==> src/rtl/obi_wb_master.sv <==
// OBI-to-Wishbone classic master bridge: single outstanding transfer, optional bus timeout.
module obi_wb_master #(
  parameter int unsigned WB_ADDR_WIDTH  = 32,
  parameter int unsigned TIMEOUT_CYCLES = 255
) (
  input  logic                     clk_i,
  input  logic                     rst_i,
  // OBI slave side
  input  logic                     obi_req_i,
  output logic                     obi_gnt_o,
  input  logic [WB_ADDR_WIDTH-1:0] obi_addr_i,
  input  logic                     obi_we_i,
  input  logic [3:0]               obi_be_i,
  input  logic [31:0]              obi_wdata_i,
  output logic                     obi_rvalid_o,
  output logic [31:0]              obi_rdata_o,
  output logic                     obi_err_o,
  // Wishbone master side
  output logic [WB_ADDR_WIDTH-1:0] wb_addr_o,
  output logic [31:0]              wb_wdata_o,
  input  logic [31:0]              wb_rdata_i,
  output logic                     wb_we_o,
  output logic [3:0]               wb_sel_o,
  output logic                     wb_stb_o,
  output logic                     wb_cyc_o,
  input  logic                     wb_ack_i,
  input  logic                     wb_err_i
);

  localparam int unsigned CNT_W = (TIMEOUT_CYCLES == 0) ? 1 : $clog2(TIMEOUT_CYCLES + 1);
  localparam logic [CNT_W-1:0] CNT_LIMIT = CNT_W'(TIMEOUT_CYCLES);
  localparam logic [CNT_W-1:0] CNT_MAX   = '1;

  typedef enum logic [1:0] {
    IDLE = 2'd0,
    BUS  = 2'd1,
    RESP = 2'd2
  } state_e;

  state_e                   state_q, state_d;
  logic [CNT_W-1:0]         cnt_q, cnt_d;
  logic [WB_ADDR_WIDTH-1:0] addr_q, addr_d;
  logic                     we_q, we_d;
  logic [3:0]               sel_q, sel_d;
  logic [31:0]              wdata_q, wdata_d;
  logic                     cyc_q, cyc_d;
  logic                     rvalid_q, rvalid_d;
  logic [31:0]              rdata_q, rdata_d;
  logic                     err_q, err_d;

  // Grant only while idle; the bridge never holds more than one transfer.
  assign obi_gnt_o = obi_req_i && (state_q == IDLE);

  // Next-state, request latching, response capture and timeout counting.
  always_comb begin
    state_d  = state_q;
    cnt_d    = cnt_q;
    addr_d   = addr_q;
    we_d     = we_q;
    sel_d    = sel_q;
    wdata_d  = wdata_q;
    cyc_d    = 1'b0;
    rvalid_d = 1'b0;
    rdata_d  = 32'h0;
    err_d    = 1'b0;

    unique case (state_q)
      IDLE: begin
        if (obi_req_i) begin
          addr_d  = {obi_addr_i[WB_ADDR_WIDTH-1:2], 2'b00};
          we_d    = obi_we_i;
          sel_d   = obi_be_i;
          wdata_d = obi_wdata_i;
          cnt_d   = '0;
          if (obi_we_i && (obi_be_i == 4'b0000)) begin
            // Empty write completes without touching the bus.
            state_d  = RESP;
            rvalid_d = 1'b1;
          end else begin
            state_d = BUS;
            cyc_d   = 1'b1;
          end
        end
      end
      BUS: begin
        cyc_d = 1'b1;
        if (wb_err_i || wb_ack_i) begin
          state_d  = RESP;
          cyc_d    = 1'b0;
          rvalid_d = 1'b1;
          err_d    = wb_err_i;
          // Error wins over a simultaneous ack and returns no data.
          rdata_d  = (we_q || (wb_ack_i && wb_err_i)) ? 32'h0 : wb_rdata_i;
        end else begin
          if (cnt_q != CNT_MAX) begin
            cnt_d = cnt_q + CNT_W'(1);
          end
          if ((TIMEOUT_CYCLES != 0) && (cnt_d == CNT_LIMIT)) begin
            state_d  = RESP;
            cyc_d    = 1'b0;
            rvalid_d = 1'b1;
            err_d    = 1'b1;
          end
        end
      end
      RESP: begin
        state_d = IDLE;
      end
      default: begin
        state_d = IDLE;
      end
    endcase
  end

  // State and output registers; reset aborts any transfer in flight.
  always_ff @(posedge clk_i or posedge rst_i) begin
    if (rst_i) begin
      state_q  <= IDLE;
      cnt_q    <= '0;
      addr_q   <= '0;
      we_q     <= 1'b0;
      sel_q    <= 4'h0;
      wdata_q  <= 32'h0;
      cyc_q    <= 1'b0;
      rvalid_q <= 1'b0;
      rdata_q  <= 32'h0;
      err_q    <= 1'b0;
    end else begin
      state_q  <= state_d;
      cnt_q    <= cnt_d;
      addr_q   <= addr_d;
      we_q     <= we_d;
      sel_q    <= sel_d;
      wdata_q  <= wdata_d;
      cyc_q    <= cyc_d;
      rvalid_q <= rvalid_d;
      rdata_q  <= rdata_d;
      err_q    <= err_d;
    end
  end

  assign wb_addr_o    = addr_q;
  assign wb_wdata_o   = wdata_q;
  assign wb_we_o      = we_q;
  assign wb_sel_o     = sel_q;
  assign wb_cyc_o     = cyc_q;
  assign wb_stb_o     = cyc_q;
  assign obi_rvalid_o = rvalid_q;
  assign obi_rdata_o  = rdata_q;
  assign obi_err_o    = err_q;

endmodule

==> config.mk <==
export PLATFORM = sky130hd
export DESIGN_NAME = obi_wb_master
export DESIGN_NICKNAME = d
export VERILOG_FILES = /design/src/rtl/obi_wb_master.sv
export SDC_FILE = /design/constraint.sdc
export NUM_CORES = 1
export LEC_CHECK = 0
export CAP_MARGIN = 20
export CORE_MARGIN = 5
export CORE_UTILIZATION = 40
export CTS_CLUSTER_DIAMETER = 150
export DETAILED_ROUTE_END_ITERATION = 16
export PLACE_DENSITY = 0.76
export SETUP_SLACK_MARGIN = 0.5
export SLEW_MARGIN = 20
export SYNTH_ARGS = -nofsm -noshare
export SYNTH_HDL_FRONTEND = slang
export SYNTH_SLANG_ARGS = --single-unit
==> constraint.sdc <==
create_clock -name clk_i -period 5.25 [get_ports clk_i]
set_clock_uncertainty 0.2 [all_clocks]
set_input_delay 1.05 -clock clk_i [delete_from_list [all_inputs] [get_ports clk_i]]
set_output_delay 1.05 -clock clk_i [all_outputs]
set_load 0.02 [all_outputs]
# Word level (Yosys, flattened, before mapping)

Cells that the tools add are included.

Flip-flop bits (word level): 112
Input port bits: 106
Output and inout bits: 106
Logic and storage cells: 54

$add $sub $neg: 1
Equality and inequality tests: 6
Mux-type cells: 26
Reduce and logical (&&, ||, !) cells: 11

Operators by type and width:

| kind                | count |
|---|---|
| $mux 32             | 3 |
| $mux 8              | 5 |
| $pmux 8 s2          | 1 |
| $mux 1              | 10 |
| $add 8x1->8 const B | 1 |
| $eq 8x8->1 const B  | 1 |
| $mux 2              | 4 |
| $ne 8x8->1 const B  | 1 |
| $logic_not 4->1     | 1 |
| $ne 2x2->1 const B  | 2 |
| $pmux 1 s2          | 2 |
| $pmux 2 s2          | 1 |
| $reduce_and 2->1    | 2 |
| $logic_and 1x1->1   | 3 |
| $ne 3x3->1 const B  | 1 |
| $reduce_and 3->1    | 1 |
| $eq 2x1->1 const B  | 1 |
| $logic_not 2->1     | 1 |
| $logic_or 1x1->1    | 2 |
| $reduce_bool 2->1   | 1 |

# Depth between registers and ports, before layout

Depth after elaboration: 8
Gate-level depth with buffers: 6
Mapped depth without buffers: 5

# Worst setup path after synthesis

OpenSTA, ideal clock, no wires.

Path type: input -> output
Start: input port obi_req_i
End: output port obi_gnt_o
Arrival time: 1,743 ps
Required time: 4,000 ps
Path slack: 2,257 ps
Stages on the path: 3
Buffers on the path: 1
Cell sequence: nand2_1 inv_2 buf_1

Longest elaborated chain between the ends: 1

Ends and longest elaborated chain:

| item              | line | source |
|---|---|---|
| from (decl)       | 9    | `input logic obi_req_i,` |
| $logic_and 1x1->1 | 52   | `assign obi_gnt_o = obi_req_i && (state_q == IDLE);` |
| to (decl)         | 10   | `output logic obi_gnt_o,` |

Every way passes these cells.

# Worst setup path after layout

Ends and elaborated chain as after synthesis.

==> summary.md <==
| Metric | Value |
|---|---|
| Min-Delay Path Class | `flop to flop` |
| Max_slew headroom | `48.5%` |
| First-pass GRT wire length | `18900 um` |
| Core area | `10400 um^2` |
| Hold EP | `wb_addr_o[11]$_DFFE_PP0P_` |
| Final WL | `11800 um` |
| CP max FO | `2` |
| CTS Buf Count | `9` |
| Worst reg2reg endpoint | `state_q[0]$_DFFE_PP0P_` |
| Worst path max stage delay | `roughly 0.65 ns` |
| FF-to-FF path depth | `5` |
| Fraction of layout cells with a size suffix above 1 | `3.89%` |
| # diodes | `0` |
| R2r startpoint | `cnt_q[0]$_DFFE_PP0P_` |
| Worst hold slack | `0.279 ns` |
| Crit-path leading delay family | `buffers and inverters` |
| Most common cell in the netlist | `nand2_1` |
| CTS Hold Buffers Added | `0` |
| Hold path cells | `2` |
| Metal3 WL | `roughly 1100 um` |
| Vias in the first global route | `3742` |
| Most used cell, CP | `clkdlybuf4s50_1` |
| Synth unique cells | `39` |
| Largest net degree at the start of global routing | `between 80 and 90` |
| Leading area contributor after synthesis | `dfrtp_1` |
| CP endpoint kind | `output port` |
| # nets final | `approximately 740` |
| Filler cell count | `839` |
| EDFF count, synth | `0` |
| DRT Pass-1 Iters | `4` |
| Post-Synthesis Cells | `435` |
| Fraction of the cycle the final worst path needs | `67.4%` |
| Hold Vio Cnt, Final | `0` |
| Crit-path slowest cell | `clkdlybuf4s50_1` |
| Top Metal Used | `met4` |
| Row cnt | `37` |
| Worst VDD drop | `0.246 mV` |
| Area of the multi-input gates | `1370 um^2` |
| Drt first-iter violations | `422` |
| Starting Density | `41.2%` |
| Clock-pin slew on the worst setup and hold paths | `0.09 ns` |
| Post-synthesis async set-or-reset flop share | `100%` |
| Wl on met1 | `4760 um` |
| CP Buf/Inv Count | `3` |
| Count of input and output buffers | `between 200 and 250` |
| CTS tree | `built` |
| Synth area leaders | `dfrtp_1 (66%), nand2_1 (18%), and2_1 (4.7%)` |
| Clk root buf | `clkbuf_8` |
| Final slew viol count | `0` |
| Die Y | `between 100 and 150 um` |
| Via count | `3673` |
| Placed insts | `762` |
| Crit path arrival time | `2.29 ns` |
| Routed wl met2 | `5790 um` |
| Post-synth top cells | `nand2_1 (208), dfrtp_1 (112), and2_1 (32)` |
| GP Congestion | `0.840` |
| Min-Delay Startpoint | `wb_addr_o[11]$_DFFE_PP0P_` |
| Dpl hpwl | `8620 um` |
| Final Non-Filler Cells | `778` |
| Flop-to-flop setup slack | `3.22 ns` |
| Postcts setup bufs | `0` |
| Synth Warn # | `0` |
| Syn-to-layout area delta | `57.0%` |
| Post-synth top flop | `dfrtp_1` |
| Max cap viols | `0` |
| Mapped Area | `4270 um^2` |
| Die W | `113 um` |
| Fmax | `0.283 GHz` |
| Gr ovfl total | `0` |
| WP data required | `4.00 ns` |
| H-tree Lvls | `3` |
| Tightest Pin Transition | `0.772 ns` |
| Post-synthesis sequential area ratio | `65.6%` |
| Setup TNS | `0 ns` |
| Sinks on Clock Net | `approximately 110` |
| Yosys top cell area share | `65.6%` |
| CP Launch Type | `input port` |
| Final Setup Violations | `0` |
| Power density cells | `526 nW/um^2` |
| DR DRC count | `0` |
| Run status | `finished clean` |
| RSZ-0062 raised after global routing | `no` |
| Worst-Skew Late Latency | `0.35 ns` |
| CTS max path bufs | `2` |
| Avg Vias per Cell | `~4.7` |
| Final Util | `between 60 and 70%` |
| Setup CP Type | `input port to output port` |
| Die ar. | `around 13000 um^2` |
| WL per Instance | `15.2 um` |
| CP Launch Point | `obi_req_i` |
| Yosys reg bits | `112` |
| GRT Total Usage | `18.4%` |
| Final period demand of the worst path | `3.54 ns` |
| CP Cell Sequence | `clkdlybuf4s50_1, nand2_2, inv_2, clkdlybuf4s50_1` |
| Register area | `2800 um^2` |
| Initial antenna violation count | `0` |
| Cts repair resizes | `0` |
| Leakage | `about 3.2 nW` |
| Avg Cell Area, Syn | `9.82 um^2` |
| I/O pins | `212` |
| Antenna Nets Post-Route | `0` |
## area by class of cell
class                      instances  area share, %
tap                              136           2.54
sequential                       112           41.8
clock inverter                     5           1.57
multi-input combinational        298           20.4
timing repair buffer             211           31.4
clock buffer                      11           1.96
inverter                           5          0.355
## flip-flops by register name, indices dropped and copies added, names as in the netlist
name / cells
state_q: 2
obi_rvalid_o: 1
wb_addr_o: 30
wb_wdata_o: 32
cnt_q: 8
wb_sel_o: 4
obi_err_o: 1
obi_rdata_o: 32
wb_we_o: 1
wb_cyc_o: 1
## cell usage in the layout, fill, tap and decap left out, types with 2 or more instances in the layout
cell,Yosys,final
mux2i_1,2,2
a21oi_1,3,3
clkinvlp_4,0,2
clkbuf_1,10,2
a31oi_1,2,2
clkdlybuf4s50_1,0,207
buf_4,3,4
clkbuf_8,0,9
nand3b_1,2,2
nand4_1,3,3
inv_1,4,3
bufinv_16,0,3
o21ai_0,3,3
and2_1,32,32
a311oi_1,2,2
nor2_1,8,8
o31ai_1,2,2
nor3_1,6,5
conb_1,1,2
nand2_1,208,207
a211o_1,2,2
dfrtp_1,112,112
nand3_1,4,4
## through the flow
step           power (mW)  setup WS (ns)  cell area (um^2)
2_1_floorplan        2.13           1.04              4270
3_3_place_gp         2.93           1.68              6460
3_5_place_dp         2.98           1.69              6460
4_1_cts              3.58           1.68              6700
5_1_grt              3.76           1.66              6700
6_report             3.52           1.71              6700
## power breakdown
part | leakage, nW | total [mW] | internal [mW] | switching [mW]
registers | 1.44 | 1.32 | 1.16 | 0.154
logic | 1.62 | 1.62 | 0.727 | 0.888
clock network | 0.110 | 0.593 | 0.318 | 0.275
total | 3.18 | 3.52 | 2.21 | 1.32
## worst register-to-register path, stage by stage, from the launching register on
cell,delay (ns)
dfrtp_1,0.45
ha_1,0.29
nand2_1,0.14
nor4b_1,0.26
o22ai_1,0.23
a211o_1,0.35
## how the worst max path moves through the flow
stage	to	depth (start not counted)
4_1_cts	obi_gnt_o	4
5_1_grt	obi_gnt_o	4
6_report	obi_gnt_o	4
3_5_place_dp	obi_gnt_o	4
3_3_place_gp	obi_gnt_o	4
2_1_floorplan	cnt_q[0]$_DFFE_PP0P_	1
## cells by family after synthesis
family	after synthesis	share of synthesized area [%]
AO/OA/AOI/OAI	21	3.60
multiplexers	2	0.469
flip-flops	112	65.6
buffers and inverters	26	2.58
AND/OR/NAND/NOR	271	27.1
XOR/XNOR	1	0.205
adder cells (fa/ha/maj)	1	0.293
other	1	0.0878
## metal layers
layer	up-vias	track usage, %
met2	156	30.4
met5	-	0
met1	1738	22.7
met3	17	6.52
met4	0	5.37
li1	1762	-
Power figures use the tool's default switching activity.
